==> config.mk <==
export PLATFORM = sky130hd
export DESIGN_NAME = full_st1_feed
export DESIGN_NICKNAME = d
export VERILOG_FILES = /design/src/rtl/full_st1_feed_pkg.sv /design/src/rtl/full_st1_feed_buf.sv /design/src/rtl/full_st1_feed.sv
export SDC_FILE = /design/constraint.sdc
export NUM_CORES = 1
export LEC_CHECK = 0
export BUFFER_PORTS_ARGS = -buffer_cell sky130_fd_sc_hd__buf_2
export CORE_AREA = 2 2 227 229
export DETAILED_ROUTE_END_ITERATION = 16
export DIE_AREA = 0 0 229 231
export GPL_ROUTABILITY_DRIVEN = 0
export GPL_TIMING_DRIVEN = 0
export PLACE_DENSITY = 0.67
export SKIP_LAST_GASP = 1
export SLEW_MARGIN = 0
export SYNTH_ARGS = -nofsm -noshare
export SYNTH_HDL_FRONTEND = slang
export SYNTH_SLANG_ARGS = --single-unit
==> constraint.sdc <==
create_clock -name i_clk -period 5.4 [get_ports i_clk]
set_clock_uncertainty 0.2 [all_clocks]
set_input_delay 0.27 -clock i_clk [delete_from_list [all_inputs] [get_ports i_clk]]
set_output_delay 0.27 -clock i_clk [all_outputs]
set_load 0.02 [all_outputs]
==> src/rtl/full_st1_feed_pkg.sv <==
// full_st1_feed_pkg: shared word type, FSM states and parameter defaults for the feed driver
package full_st1_feed_pkg;

    typedef logic [31:0] float_24_8;

    typedef enum logic [1:0] {
        IDLE,
        TAP,
        WAIT_LOAD,
        DATA
    } feed_state_t;

    localparam int TAP_WORDS_DEF  = 6;
    localparam int DATA_WORDS_DEF = 6;
    localparam int ADDR_W_DEF     = 6;

    // index width needed to address a buffer of the given depth
    function automatic int idx_w(input int depth);
        return (depth > 1) ? $clog2(depth) : 1;
    endfunction

endpackage

==> src/rtl/full_st1_feed_buf.sv <==
// full_st1_feed_buf: word buffer with synchronous write and asynchronous read, out-of-range writes dropped
module full_st1_feed_buf
    import full_st1_feed_pkg::*;
#(
    parameter int DEPTH  = 6,
    parameter int ADDR_W = 6
) (
    input  logic              i_clk,
    input  logic              i_we,
    input  logic [ADDR_W-1:0] i_waddr,
    input  float_24_8         i_wdata,
    input  logic [ADDR_W-1:0] i_raddr,
    output float_24_8         o_rdata
);

    localparam int IW = idx_w(DEPTH);

    float_24_8 r_mem [0:(1<<IW)-1];
    logic      w_wr_ok;

    assign w_wr_ok = i_we && (i_waddr < ADDR_W'(DEPTH));

    // storage is deliberately not reset so contents survive a run abort
    always_ff @(posedge i_clk) begin
        if (w_wr_ok) r_mem[i_waddr[IW-1:0]] <= i_wdata;
    end

    assign o_rdata = (i_raddr < ADDR_W'(DEPTH)) ? r_mem[i_raddr[IW-1:0]] : '0;

endmodule

==> src/rtl/full_st1_feed.sv <==
// full_st1_feed: streams a buffered tap vector, waits for load_finish, then streams the data vector num_vec+1 times
module full_st1_feed
    import full_st1_feed_pkg::*;
#(
    parameter int TAP_WORDS  = TAP_WORDS_DEF,
    parameter int DATA_WORDS = DATA_WORDS_DEF,
    parameter int ADDR_W     = ADDR_W_DEF
) (
    input  logic              i_clk,
    input  logic              i_reset_n,
    input  logic              i_wr_en,
    input  logic              i_wr_sel,
    input  logic [ADDR_W-1:0] i_wr_addr,
    input  float_24_8         i_wr_data,
    input  logic              i_start,
    input  logic              i_tap_en,
    input  logic [7:0]        i_num_vec,
    input  logic              i_load_finish,
    output float_24_8         o_tap_in,
    output logic              o_tap_in_fst,
    output logic              o_tap_in_vld,
    input  logic              i_tap_in_rdy,
    output float_24_8         o_stage_1_data,
    output logic              o_stage_1_data_fst,
    output logic              o_stage_1_data_vld,
    input  logic              i_stage_1_data_rdy,
    output logic              o_busy,
    output logic              o_done
);

    feed_state_t       r_state, w_state;
    logic [7:0]        r_num_vec, w_num_vec;
    logic [7:0]        r_vec, w_vec;
    logic [ADDR_W-1:0] r_word, w_word;
    logic              r_load_seen, w_load_seen;
    logic              r_done, w_done;
    float_24_8         r_tap_word, w_tap_word;
    logic              r_tap_fst, w_tap_fst;
    logic              r_tap_vld, w_tap_vld;
    float_24_8         r_dat_word, w_dat_word;
    logic              r_dat_fst, w_dat_fst;
    logic              r_dat_vld, w_dat_vld;

    logic              w_busy;
    logic              w_wr_ok;
    logic              w_tap_last, w_dat_last;
    logic [ADDR_W-1:0] w_tap_ra, w_dat_ra;
    float_24_8         w_tap_rd, w_dat_rd;

    assign w_busy     = (r_state != IDLE);
    // the start cycle also freezes the buffers so word 0 is read consistently
    assign w_wr_ok    = i_wr_en && !w_busy && !i_start;
    assign w_tap_last = (r_word == ADDR_W'(TAP_WORDS - 1));
    assign w_dat_last = (r_word == ADDR_W'(DATA_WORDS - 1));
    // read address is the word that follows the one on the output, wrapping to 0
    assign w_tap_ra   = (r_state == TAP && !w_tap_last) ? r_word + 1'b1 : '0;
    assign w_dat_ra   = (r_state == DATA && !w_dat_last) ? r_word + 1'b1 : '0;

    full_st1_feed_buf #(
        .DEPTH  (TAP_WORDS),
        .ADDR_W (ADDR_W)
    ) u_tap_buf (
        .i_clk   (i_clk),
        .i_we    (w_wr_ok && i_wr_sel),
        .i_waddr (i_wr_addr),
        .i_wdata (i_wr_data),
        .i_raddr (w_tap_ra),
        .o_rdata (w_tap_rd)
    );

    full_st1_feed_buf #(
        .DEPTH  (DATA_WORDS),
        .ADDR_W (ADDR_W)
    ) u_dat_buf (
        .i_clk   (i_clk),
        .i_we    (w_wr_ok && !i_wr_sel),
        .i_waddr (i_wr_addr),
        .i_wdata (i_wr_data),
        .i_raddr (w_dat_ra),
        .o_rdata (w_dat_rd)
    );

    // next-state, counters and next output words; output registers only move on a transfer
    always_comb begin
        w_state     = r_state;
        w_num_vec   = r_num_vec;
        w_vec       = r_vec;
        w_word      = r_word;
        w_load_seen = r_load_seen || (w_busy && i_load_finish);
        w_done      = 1'b0;
        w_tap_word  = r_tap_word;
        w_tap_fst   = r_tap_fst;
        w_tap_vld   = r_tap_vld;
        w_dat_word  = r_dat_word;
        w_dat_fst   = r_dat_fst;
        w_dat_vld   = r_dat_vld;
        unique case (r_state)
            IDLE: begin
                if (i_start) begin
                    w_num_vec   = i_num_vec;
                    w_load_seen = 1'b0;
                    w_word      = '0;
                    w_vec       = '0;
                    if (i_tap_en) begin
                        w_state    = TAP;
                        w_tap_vld  = 1'b1;
                        w_tap_fst  = 1'b1;
                        w_tap_word = w_tap_rd;
                    end else begin
                        w_state    = DATA;
                        w_dat_vld  = 1'b1;
                        w_dat_fst  = 1'b1;
                        w_dat_word = w_dat_rd;
                    end
                end
            end
            TAP: begin
                if (r_tap_vld && i_tap_in_rdy) begin
                    w_tap_fst = 1'b0;
                    if (w_tap_last) begin
                        w_tap_vld = 1'b0;
                        w_word    = '0;
                        w_state   = WAIT_LOAD;
                    end else begin
                        w_word     = w_tap_ra;
                        w_tap_word = w_tap_rd;
                    end
                end
            end
            WAIT_LOAD: begin
                if (r_load_seen) begin
                    w_state    = DATA;
                    w_dat_vld  = 1'b1;
                    w_dat_fst  = 1'b1;
                    w_dat_word = w_dat_rd;
                    w_word     = '0;
                    w_vec      = '0;
                end
            end
            DATA: begin
                if (r_dat_vld && i_stage_1_data_rdy) begin
                    w_word     = w_dat_ra;
                    w_dat_word = w_dat_rd;
                    w_dat_fst  = w_dat_last;
                    if (w_dat_last) begin
                        w_vec = r_vec + 1'b1;
                        if (r_vec == r_num_vec) begin
                            w_state   = IDLE;
                            w_dat_vld = 1'b0;
                            w_dat_fst = 1'b0;
                            w_done    = 1'b1;
                        end
                    end
                end
            end
        endcase
    end

    // state and output registers; reset aborts any run without a done pulse
    always_ff @(posedge i_clk or negedge i_reset_n) begin
        if (!i_reset_n) begin
            r_state     <= IDLE;
            r_num_vec   <= '0;
            r_vec       <= '0;
            r_word      <= '0;
            r_load_seen <= 1'b0;
            r_done      <= 1'b0;
            r_tap_word  <= '0;
            r_tap_fst   <= 1'b0;
            r_tap_vld   <= 1'b0;
            r_dat_word  <= '0;
            r_dat_fst   <= 1'b0;
            r_dat_vld   <= 1'b0;
        end else begin
            r_state     <= w_state;
            r_num_vec   <= w_num_vec;
            r_vec       <= w_vec;
            r_word      <= w_word;
            r_load_seen <= w_load_seen;
            r_done      <= w_done;
            r_tap_word  <= w_tap_word;
            r_tap_fst   <= w_tap_fst;
            r_tap_vld   <= w_tap_vld;
            r_dat_word  <= w_dat_word;
            r_dat_fst   <= w_dat_fst;
            r_dat_vld   <= w_dat_vld;
        end
    end

    assign o_tap_in           = r_tap_word;
    assign o_tap_in_fst       = r_tap_fst;
    assign o_tap_in_vld       = r_tap_vld;
    assign o_stage_1_data     = r_dat_word;
    assign o_stage_1_data_fst = r_dat_fst;
    assign o_stage_1_data_vld = r_dat_vld;
    assign o_busy             = w_busy;
    assign o_done             = r_done;

endmodule

# Word level (Yosys, flattened, before mapping)
# Memory sizes are Yosys's and may differ from the RTL's.
# Cells that the tools add are included.
dict set report op_classes {
  reduce_logical 29
  n_eq_ne 15
  n_addsub 2
  n_mux 62
  order_cmp 3
}
# op count
set op_table {}
lappend op_table {{two-way mux 32 bit} 10}
lappend op_table {{case mux 32 bit (3 select lines)} 1}
lappend op_table {{case mux 32 bit (2 select lines)} 1}
lappend op_table {{two-way mux 6 bit} 7}
lappend op_table {{two-way mux 8 bit} 4}
lappend op_table {{two-way mux 1 bit} 24}
lappend op_table {{case mux 6 bit (4 select lines)} 1}
lappend op_table {{case mux 8 bit (3 select lines)} 1}
lappend op_table {{AND reduction 5 bit} 4}
lappend op_table {{less-than comparator 6 x 3 -> 1 bit (second input constant)} 3}
lappend op_table {{two-way mux 2 bit} 8}
lappend op_table {{inequality test 2 bit (second input constant)} 7}
lappend op_table {{AND reduction 7 bit} 2}
lappend op_table {{logical AND 1 bit} 11}
lappend op_table {{adder 8 x 1 -> 8 bit (second input constant)} 1}
lappend op_table {{equality test 8 bit} 1}
lappend op_table {{case mux 2 bit (4 select lines)} 1}
lappend op_table {{AND reduction 4 bit} 2}
lappend op_table {{adder 6 x 1 -> 6 bit (second input constant)} 1}
lappend op_table {{equality test 6 x 3 -> 1 bit (second input constant)} 1}
lappend op_table {{inequality test 2 x 1 -> 1 bit (second input constant)} 3}
lappend op_table {{case mux 1 bit (3 select lines)} 2}
lappend op_table {{equality test 2 bit (second input constant)} 2}
lappend op_table {{zero test 1 bit} 4}
lappend op_table {{other kinds (7)} 9}
dict set report totals {
  memories 2
  out_inout_bits 70
  elab_cells 125
  mem_bits_rw 512
  ff_bits 94
  inputBits 55
}
# memory depth word_bits rd rd_ports_with_merged_regs write_ports line_no
set mem_list {}
lappend mem_list {u_dat_buf.r_mem 8 32 1 0 1 full_st1_feed_buf.sv:18} ;# float_24_8 r_mem [0:(1<<IW)-1];
lappend mem_list {u_tap_buf.r_mem 8 32 1 0 1 full_st1_feed_buf.sv:18}

# Longest topological paths before layout
# Gate-level depths: netlist of run 1.
dict set report logic_depth {
  word_depth 9
  mapped_depth 10
}

# Modules after synthesis
# Synthesis of run 1 repeated with hierarchy kept, for this count alone.
dict set report unflattened {
  cells_unflattened 1086
  hier_area_um2 23613.9
}
# module area_per_inst_um2 seq_area_each_um2 n_inst cells_each
set modules_own_cells {}
lappend modules_own_cells {{full_st1_feed_buf at u_tap_buf} 9710.6 7687.4 1 385}
lappend modules_own_cells {{full_st1_feed_buf at u_dat_buf} 9680.5 7687.4 1 385}
lappend modules_own_cells {full_st1_feed 4222.8 2352.3 1 316}

# Least setup slack after synthesis of run 1
# No wires, ideal clock.
dict set report synth_path {
  path_kind {register -> register}
  startpoint {reg r_state[0]}
  endpoint {mem u_dat_buf.r_mem[0][0] (netlist name), enable pin}
  required_time_ps 4739
  slack_ps 1179
  t_arrival_ps 3560
  path_stages_with_launch 7
  path_cell_list {dfrtp_1 inv_1 ha_1 nor2b_1 nand3_1 or3_1 nor3_1}
}
dict set report synth_between {
  elab_chain_len 8
}
# item line_no
set synth_rtl {}
lappend synth_rtl {{start: declaration} full_st1_feed.sv:31} ;# feed_state_t r_state, w_state;
lappend synth_rtl {{start signal: assignment} full_st1_feed.sv:175} ;# r_state <= w_state;
lappend synth_rtl {{nonzero test 2 bit} full_st1_feed.sv:50} ;# assign w_busy = (r_state != IDLE);
lappend synth_rtl {{zero test 1 bit} full_st1_feed.sv:52} ;# assign w_wr_ok = i_wr_en && !w_busy && !i_start;
lappend synth_rtl {{logical AND 1 bit (2 in a row)} full_st1_feed.sv:52}
lappend synth_rtl {{logical AND 1 bit} full_st1_feed.sv:76} ;# .i_we (w_wr_ok && !i_wr_sel),
lappend synth_rtl {{logical AND 1 bit} full_st1_feed_buf.sv:21} ;# assign w_wr_ok = i_we && (i_waddr < ADDR_W'(DEPTH));
lappend synth_rtl {{two-way mux 1 bit} full_st1_feed_buf.sv:25} ;# if (w_wr_ok) r_mem[i_waddr[IW-1:0]] <= i_wdata;
lappend synth_rtl {{two-way mux 1 bit (implied by the code)} full_st1_feed_buf.sv:25}
lappend synth_rtl {{end: declaration} full_st1_feed_buf.sv:18}
# Every way passes these cells.

# Worst setup path after layout of run 1
dict set report layout_path {
  startpoint {reg r_word[1]}
  endpoint {reg r_tap_word[17] (netlist: o_tap_in[17])}
}
dict set report layout_between {
  elab_chain_len 9
}
# item line_no
set layout_rtl {}
lappend layout_rtl {{start: declaration} full_st1_feed.sv:34} ;# logic [ADDR_W-1:0] r_word, w_word;
lappend layout_rtl {{start signal: assignment} full_st1_feed.sv:178} ;# r_word <= w_word;
lappend layout_rtl {{parallel branches: the longest is 9 deep, another holds adder 6 x 1 -> 6 bit} n/a}
lappend layout_rtl {{end signal: assignment} full_st1_feed.sv:181} ;# r_tap_word <= w_tap_word;
lappend layout_rtl {{end: declaration} full_st1_feed.sv:37} ;# float_24_8 r_tap_word, w_tap_word;
# Parallel ways; which one is timed is not known. The select of a mux whose other input is x is not followed.
# A chain may end at the register's enable or synchronous reset.

==> results_dict.tcl, run 1 <==
set metrics [dict create \
    place_inst 2623 \
    outcome "completed" \
    async_flop_share 0.1551 \
    hp-class "in -> reg" \
    path_common_cell "buf_2" \
    powerDensity_mw_per_mm2 313.7 \
    start_util 0.4942 \
    ys_ff_latch 606 \
    fmax_ghz 0.2435 \
    cp.required_ns 5.67 \
    crit_chain "ha_1 -> buf_2 -> xor2_1 -> buf_2 -> buf_1 -> nand2_1 -> o311a_1 -> a21oi_1 -> o31ai_1" \
    cts_buffers 59 \
    die-area_mm2 0.05290 \
    rsz0062_at_grt "false" \
    hold_start "i_stage_1_data_rdy" \
    timing.rr.start "r_word[1]$_DFFE_PN0P_" \
    route.detailed.drc 0 \
    cp.arrival_ns 4.38 \
    yosysTopAreaCell "edfxtp_1" \
    syn_area_per_cell_um2 15.00 \
    grt_pass1_vias 16090 \
    grt_pass1_wl_mm 99.30 \
    synth-seq-area-share 0.7077 \
    vias 16280 \
    antenna_found_initial 0 \
    die_h_um 231 \
    grt_overflow 0 \
    mostFrequentLayoutCells "edfxtp_1 (512), nand2_1 (170), buf_2 (151)" \
    synthFlopType "edfxtp_1" \
    reg2reg_depth 9 \
    synth.area.top_cells "edfxtp_1 (61%), dfrtp_1 (9.4%), o31ai_1 (2.7%)" \
    fin_tns_setup_ns 0 \
    place_ws_ns 1.475 \
    setup_viol_count_final 0 \
    ir_drop_mv 0.2919 \
    fin_cells 2783 \
    worstReg2RegEnd "o_tap_in[17]$_DFFE_PN0P_" \
    cts-root-buf "clkbuf_16" \
    maxCapViolCount 0 \
    drtIter0Drc 1617 \
    synth_warnings 0 \
    slew_headroom 0.04169 \
    cpPeakStageDelay_ns 1.06 \
    min_path_cells 5 \
    drive_above_1_share 0.1783 \
    syn_area_mm2 0.02505 \
    dp_hpwl_mm 44.98 \
    worst_slack_ns 1.293 \
    synth_edf_count 512 \
    final.period_utilization 0.7605 \
    synth_top_area_frac 0.6138 \
    rows 83 \
    cp-end-kind "register" \
    cp-start-kind "register" \
    postRouteAntennaNets 0 \
    synthCells 1670 \
    cp_num_buf_inv 3 \
    area_growth_pct 18.99 \
    via_per_inst 5.849 \
    ys_types 63 \
    power.leakage_nw 10.85 \
    cts_sinks 606 \
    cp_max_fo 10 \
    finalMaxSlewViolations 0 \
    cts_tree "built" \
    tightest_slew_ns 1.427 \
    fin_crit_ns 4.107 \
    final_nets 2116 \
    portBuffers 124 \
    grt.total_usage 0.2528 \
    first_pass_iters 5 \
    chipWidth_um 229 \
    whs_endpoint "o_stage_1_data_vld$_DFFE_PN0P_" \
    h-tree-depth 2 \
    path_delay_family "buffers and inverters" \
    postCtsSetupBuffers 0 \
    num_antenna_cells 0 \
    cts_buffer_depth 3 \
    path_clk_slew_ns 0.06 \
    wl_per_cell_um 24.06 \
    hold_violations 0 \
    r2r_setup_slack_ns 1.29 \
    pin_count 125 \
    wirelength_mm 66.95 \
    grt_max_degree 72 \
    cp_slowest_cell "xor2_1" \
    final_common_cell "edfxtp_1" \
    core_area_mm2 0.05068 \
    clock_latency_ns 0.63 \
    worstSetupPathType "reg -> reg" \
]
==> cell type report <==
class | instances | area, um2
plain buffers | 125 | 541.8
clock buffers | 80 | 1635
clock inverters | 31 | 236.5
fillers | 4017 | 20880
inverters | 38 | 142.6
multi-input cells | 1028 | 7193
flip-flops and latches | 606 | 17730
well taps | 680 | 850.8
repair buffers | 195 | 1476
==> per-layer routing <==
metal,share of wire,global-route usage
met5,0,0
met4,0.037,0.09761
met3,0.082,0.04459
met1,0.40,0.3382
met2,0.48,0.4152
==> worst register-to-register path: cells and delay by family (launching register included) <==
kind            cells  cell delay [ns]
compound gates      3             0.62
xor+xnor            1             1.06
fa+ha+maj           1             0.19
buf+inv             3             1.29
flops               1             0.47
simple gates        1             0.12
==> per-stage QoR <==
stage | instance area, um2 | utilization | hold slack (ns) | total power [W]
floorplan | 25520 | - | -0.2256 | 0.005311
global placement | 27000 | 0.5327 | 0.2615 | 0.005412
detailed placement | 27430 | 0.5413 | -0.02288 | 0.005426
CTS | 29800 | 0.5881 | 0.01105 | 0.009399
global route | 29800 | 0.5881 | 0.05692 | 0.009596
finish | 29800 | 0.5881 | 0.02561 | 0.009348
==> power breakdown <==
part           leakage, nW  switching, W  internal, W
combinational         3.93      0.000119    0.0000584
clock                0.928       0.00173      0.00226
sequential            5.99     0.0000174      0.00516
total                 10.8       0.00187      0.00748
==> Yosys cell counts, types with 4 or more instances <==
library cell and number:
and2_1 9, nor2b_1 30, inv_1 37, edfxtp_1 512
o21ai_0 40, o21ai_1 21, buf_6 4, a21oi_1 36
clkbuf_1 81, mux4_2 14, o31ai_1 89, o22ai_1 33
nand2_1 170, nand3_1 11, a221oi_2 20, buf_1 10
a211oi_1 13, o311a_1 26, o31a_1 8, nor2_1 28
mux2_2 54, o221ai_1 26, and3_1 4, nor3_1 8
a31oi_1 24, mux2i_1 62, buf_2 28, o211a_1 31
dfrtp_1 94, a22oi_1 6, xnor2_1 14, a2bb2oi_1 31
a221oi_1 6, ha_1 8, nand2b_1 30, nand4_1 6
o211ai_1 12, or3_1 4
==> registers in the layout, indices dropped and copies added (netlist names), 2 cells and up <==
signal,count
u_dat_buf.r_mem,256
u_tap_buf.r_mem,256
o_stage_1_data,32
o_tap_in,32
r_num_vec,8
r_vec,8
r_word,6
r_state,2
==> logic make-up after synthesis <==
logic type / after synthesis / synth area share
AOI/OAI and AO/OA: 438 / 0.1361
xor gates and xnor gates: 15 / 0.005245
adders and majority gates: 8 / 0.003996
buffers and inverters: 163 / 0.02732
DFF: 606 / 0.7077
muxes: 130 / 0.06164
other: 1 / 0.0001497
and+or+nand+nor: 309 / 0.05779
==> worst max-delay path by stage <==
stage                                       from                                to  depth (start not counted)  slack, ns
after floorplan           r_state[0]$_DFFE_PN0P_   u_dat_buf.r_mem[0][0]$_DFFE_PP_                          6       1.18
after global placement    r_state[0]$_DFFE_PN0P_  u_tap_buf.r_mem[0][23]$_DFFE_PP_                          7      -1.19
after detailed placement   r_word[1]$_DFFE_PN0P_          o_tap_in[17]$_DFFE_PN0P_                          9       1.47
after CTS                  r_word[1]$_DFFE_PN0P_          o_tap_in[17]$_DFFE_PN0P_                          9       1.42
after global routing       r_word[1]$_DFFE_PN0P_          o_tap_in[18]$_DFFE_PN0P_                          9       1.25
final                      r_word[1]$_DFFE_PN0P_          o_tap_in[17]$_DFFE_PN0P_                          9       1.29
==> what timing repair did <==
action	4_1_cts	5_1_grt
hold buffers	49	0
gates resized for setup	0	0
endpoints found under the hold margin	641	0
Note: power is estimated with default switching activity, not from simulation.
==> run 2: changes to the inputs <==
- PLACE_DENSITY: 0.67 -> 0.69
- clock period: 5.4 -> 3.33 ns (I/O delays scaled with it)
==> run 2 against run 1 <==
  * Worst setup slack lost 1.2 ns
  * Wire length increased by 1.2%
  * Register-to-register slack got worse by 1.2 ns
  * Largest power group unchanged
  * Global-route usage increased by 0.35 points
  * Die area stayed put
  * Core utilization rose by 0.47 points
  * Largest cell class unchanged
==> results_dict.tcl, run 2 (synthesis gave the netlist of run 1 again) <==
set metrics [dict create \
    setup_viol_count_final 0 \
    cp_num_buf_inv 3 \
    timing.rr.start "r_state[0]$_DFFE_PN0P_" \
    fin_cells 2778 \
    path_delay_family "buffers and inverters" \
    grt_overflow 0 \
    drive_above_1_share 0.1902 \
    cp.depth 8 \
    cts_sinks 606 \
    cp_slowest_cell "a221oi_1" \
    cp_max_fo 10 \
    core_area_mm2 0.05068 \
    die-area_mm2 0.05290 \
    grtUsageMet3 0.04397 \
    total_power_w 0.01521 \
    final_common_cell "edfxtp_1" \
    pin_count 125 \
    slew_headroom 0.3816 \
    fmax_ghz 0.3047 \
    path_common_cell "clkbuf_1" \
    finalMaxSlewViolations 0 \
    area_growth_pct 19.93 \
    maxCapViolCount 0 \
    h-tree-depth 2 \
    grt.total_usage 0.2563 \
    vias 16500 \
    drtIter0Drc 1908 \
    num_antenna_cells 0 \
    cpPeakStageDelay_ns 0.62 \
    cp-start-kind "register" \
    cts_buffer_depth 3 \
    grt_pass1_vias 16350 \
    via_per_inst 5.940 \
    wl_per_cell_um 24.40 \
    hold_violations 0 \
    min_path_cells 3 \
    worstReg2RegEnd "o_stage_1_data[23]$_DFFE_PN0P_" \
    place_inst 2618 \
    cp.required_ns 3.63 \
    startpoint "r_state[0]$_DFFE_PN0P_" \
    rows 83 \
    cp.arrival_ns 3.59 \
    cts-root-buf "clkbuf_16" \
    antenna_found_initial 1 \
    grt_pass1_wl_mm 101.1 \
    dp_hpwl_mm 44.83 \
    final_nets 2113 \
    gr-max-usage-layer "met2" \
    hp-class "in -> reg" \
    portBuffers 124 \
    cts_buffers 58 \
    worstSetupPathType "reg -> reg" \
    cp-end-kind "register" \
    mostFrequentLayoutCells "edfxtp_1 (512), nand2_1 (169), buf_2 (153)" \
    final_util 0.5928 \
    grt_max_degree 79 \
    fin_crit_ns 3.282 \
    ir_drop_mv 0.3885 \
    clock_latency_ns 0.62 \
    first_pass_iters 6 \
    endpoint "o_stage_1_data[23]$_DFFE_PN0P_" \
    chipWidth_um 229 \
    r2r_setup_slack_ns 0.05 \
    outcome "completed" \
    cts_tree "built" \
    power.leakage_nw 10.95 \
    wirelength_mm 67.79 \
    use_met2 0.4167 \
    crit_chain "inv_1 -> ha_1 -> a221oi_1 -> and2_1 -> clkbuf_1 -> clkbuf_1 -> o21ai_1 -> o211a_1" \
    rsz0062_at_grt "false" \
    final.period_utilization 0.9855 \
    met1_usage 0.3348 \
    die_h_um 231 \
    route.detailed.drc 0 \
    path_clk_slew_ns 0.06 \
    start_util 0.4942 \
    tightest_slew_ns 0.9277 \
    reg2reg_depth 8 \
    postRouteAntennaNets 0 \
    powerDensity_mw_per_mm2 506.3 \
]
## run 2: tightest hold or removal path, delay by kind of cell
kind,cells,cell delay [ns]
buffers and inverters,1,0.11
AND/OR/NAND/NOR,2,0.42
## run 2: worst min-delay path by stage
stage	startpoint	endpoint
after global routing	i_wr_sel	u_dat_buf.r_mem[0][6]$_DFFE_PP_
after global placement	i_num_vec[7]	r_num_vec[7]$_DFFE_PN0P_
after detailed placement	i_reset_n	o_tap_in_fst$_DFFE_PN0P_
final	i_wr_sel	u_dat_buf.r_mem[4][10]$_DFFE_PP_
after CTS	i_wr_sel	u_dat_buf.r_mem[0][6]$_DFFE_PP_
after floorplan	i_reset_n	o_done$_DFF_PN0_
## run 2: per-layer routing
layer | routed length [um] | up-vias
li1 | - | 7164
met5 | 0 | -
met2 | 32210 | 901
met3 | 5984 | 196
met1 | 26140 | 8241
met4 | 3445 | 0
## run 2: stage by stage
stage / hold WS, ns / TNS (ns) / setup slack, ns / area (um2)
after global routing: 0.1019 / 0 / 0.001088 / 30040
after floorplan: -0.3291 / -1.959 / -0.03785 / 25540
after detailed placement: -0.1564 / -20.14 / -0.5701 / 27510
after global placement: 0.1987 / -504.67 / -1.588 / 27020
after CTS: 0.06041 / 0 / 0.009113 / 29950
final: 0.08633 / 0 / 0.04813 / 30040
## run 2: timing repair
action                                  CTS  global route
hold buffers                             51             0
resized for setup                        23            34
setup buffers                             0             3
gates cloned                              0             0
endpoints found under the setup margin   64            54
pin swaps                                 0             0
hold endpoints to repair                640             0
## run 2: power by group
| group | switching [W] | internal, W | total, W |
|---|---|---|---|
| sequential | 0.0000304 | 0.00837 | 0.00840 |
| combinational | 0.000193 | 0.0000946 | 0.000288 |
| clock | 0.00277 | 0.00375 | 0.00652 |
| total | 0.00299 | 0.0122 | 0.0152 |
## run 2: final cells by class
type,instances,area (um2)
Multi-Input combinational cell,1028,7316
Fill cell,3899,20640
Timing Repair Buffer,195,1563
Tap cell,680,850.8
Buffer,123,578.1
Inverter,38,142.6
Clock inverter,24,242.7
Sequential cell,606,17730
Clock buffer,84,1620
==> run 3: changes to the inputs <==
- BUFFER_PORTS_ARGS: -buffer_cell sky130_fd_sc_hd__buf_2 -> not set
- DONT_BUFFER_PORTS: not set -> 1
- PLACE_DENSITY: 0.69 -> 0.67
- SLEW_MARGIN: 0 -> not set
==> run 3 against run 2 <==
  * Non-clock buffer count shrank 124
  * Hold slack worse by 0.051 ns
  * First-iteration DRC count fell by 8.1%
  * Flip-flop and latch count stayed put
  * Largest cell class unchanged
  * Die area did not move
  * Fmax decreased by 1.3%
  * Worst setup slack got worse by 0.044 ns
  * Clock power up 11%
  * Via count fell by 3.9%
  * Critical endpoint is now o_tap_in[21]$_DFFE_PN0P_
  * Count of clock-buffer cells in the layout is 1 higher
==> results_dict.tcl, run 3 (synthesis gave the netlist of run 1 again) <==
set metrics [dict create \
    dp_hpwl_mm 44.38 \
    fin_hold_ws_ns 0.03519 \
    startpoint "r_word[1]$_DFFE_PN0P_" \
    rows 83 \
    final_cell_area_mm2 0.02965 \
    grt_max_degree 95 \
    timing.rr.start "r_word[1]$_DFFE_PN0P_" \
    crit_chain "ha_1 -> buf_2 -> xnor2_2 -> a221oi_1 -> clkbuf_2 -> a2bb2oi_1 -> a22oi_1 -> o31ai_1" \
    endpoint "o_tap_in[21]$_DFFE_PN0P_" \
    cpPeakStageDelay_ns 0.74 \
    cp-end-kind "register" \
    area_growth_pct 18.39 \
    setup_viol_count_final 0 \
    cp-start-kind "register" \
    cts-root-buf "clkbuf_16" \
    die-area_mm2 0.05290 \
    postRouteAntennaNets 0 \
    top_layer_used "met5" \
    worstReg2RegEnd "o_tap_in[21]$_DFFE_PN0P_" \
    fin_cells 2660 \
    drive_above_1_share 0.1486 \
    grt.total_usage 0.2578 \
    reg2reg_depth 8 \
    place_inst 2493 \
    pin_count 125 \
    path_clk_slew_ns 0.06 \
    cts_buffer_depth 3 \
    h-tree-depth 2 \
    wirelength_mm 67.80 \
    drtIter0Drc 1754 \
    wl_met2_mm 32.74 \
    hp-class "in -> reg" \
    wl_per_cell_um 25.49 \
    tightest_slew_ns 1.080 \
    route.detailed.drc 0 \
    final_util 0.5852 \
    mostFrequentLayoutCells "edfxtp_1 (512), nand2_1 (169), conb_1 (128)" \
    finalMaxSlewViolations 0 \
    antenna_found_initial 3 \
    place_area_mm2 0.02681 \
    dr_wl_met3_mm 5.697 \
    maxCapViolCount 0 \
    portBuffers 0 \
    fin_crit_ns 3.326 \
    cts_tree "built" \
    core_area_mm2 0.05068 \
    final_nets 1991 \
    grt_pass1_wl_mm 100.9 \
    cp.arrival_ns 3.59 \
    grt_pass1_vias 16030 \
    r2r_setup_slack_ns 0.004 \
    chipWidth_um 229 \
    hold_violations 0 \
    ir_drop_mv 0.4258 \
    fmax_ghz 0.3007 \
    powerDensity_mw_per_mm2 536.1 \
    rsz0062_at_grt "true" \
    fin_tns_setup_ns 0 \
    first_pass_iters 5 \
    worstSetupPathType "reg -> reg" \
    via_per_inst 5.964 \
    clock_latency_ns 0.63 \
    start_util 0.4942 \
    cp_slowest_cell "xnor2_2" \
    slew_headroom 0.2802 \
    cp.required_ns 3.59 \
    cp_max_fo 10 \
    wl_met1_mm 26.65 \
    outcome "completed" \
    final_common_cell "edfxtp_1" \
    vias 15860 \
    die_h_um 231 \
    final.period_utilization 0.9987 \
    power.leakage_nw 10.46 \
    cts_sinks 606 \
    grt_overflow 0 \
    cts_buffers 60 \
]
-- run 3: cell types whose count changed in the layout (fill, tap and decap cells not counted), moves of 5 or more --
cell       previous run  this run
clkinv_1             10         3
buf_2               153        30
clkbuf_8              5        10
clkbuf_1             82        75
bufinv_16             5        11
-- run 3: worst min-delay path by stage --
stage / start / to / slack (ns) / depth (start not counted)
CTS: i_num_vec[4] / r_num_vec[4]$_DFFE_PN0P_ / 0.009 / 2
detailed placement: i_reset_n / o_stage_1_data[4]$_DFFE_PN0P_ / -0.33 / 0
finish: i_num_vec[2] / r_num_vec[2]$_DFFE_PN0P_ / 0.04 / 2
floorplan: i_reset_n / o_done$_DFF_PN0_ / -0.33 / 0
global placement: i_reset_n / o_stage_1_data[14]$_DFFE_PN0P_ / -0.33 / 0
global route: i_num_vec[0] / r_num_vec[0]$_DFFE_PN0P_ / 0.04 / 2
-- run 3: metal layers --
metal  vias up  track usage
met1      7971       0.3406
met4         4       0.1120
met2       763       0.4184
met5         -            0
met3       161      0.05040
li1       6965            -
-- run 3: what timing repair did --
| action | in CTS | in global routing |
|---|---|---|
| buffers inserted | 0 | 2 |
| endpoints found under the setup margin | 63 | 62 |
| cloned | 0 | 0 |
| hold buffers | 53 | 0 |
| gates resized for setup | 29 | 25 |
| pin swaps | 0 | 0 |
| hold endpoints to repair | 836 | 0 |
-- run 3: metrics by stage --
| stage | total power [W] | setup slack, ns |
|---|---|---|
| after global placement | 0.008622 | -1.642 |
| after global routing | 0.01631 | -0.04832 |
| final | 0.01590 | 0.004227 |
| after detailed placement | 0.008633 | -0.7994 |
| after CTS | 0.01597 | -0.05416 |
| after floorplan | 0.008613 | -0.03785 |
-- run 3: critical path: cells and delay by family, from the launching register on --
family	cells	cell delay, ns
adders and majority gates	1	0.20
DFF	1	0.45
buffers and inverters	2	0.57
AOI/OAI and AO/OA	4	1.01
xor gates and xnor gates	1	0.74
-- run 3: area by class of cell --
type                    instances  area, um2
diodes                          1      2.502
plain buffers                 123      574.3
clock buffers                  85       1695
clock inverters                28      436.7
fillers                      3950      21020
inverters                      38      142.6
multi-input cells            1028       7328
flip-flops and latches        606      17730
well taps                     680      850.8
repair buffers                 71      897.1
-- run 3: power by group --
group	internal [W]	switching (W)	total, W
clock network	0.00439	0.00284	0.00723
registers	0.00838	0.0000306	0.00841
logic	0.0000732	0.000183	0.000256
total	0.0128	0.00306	0.0159
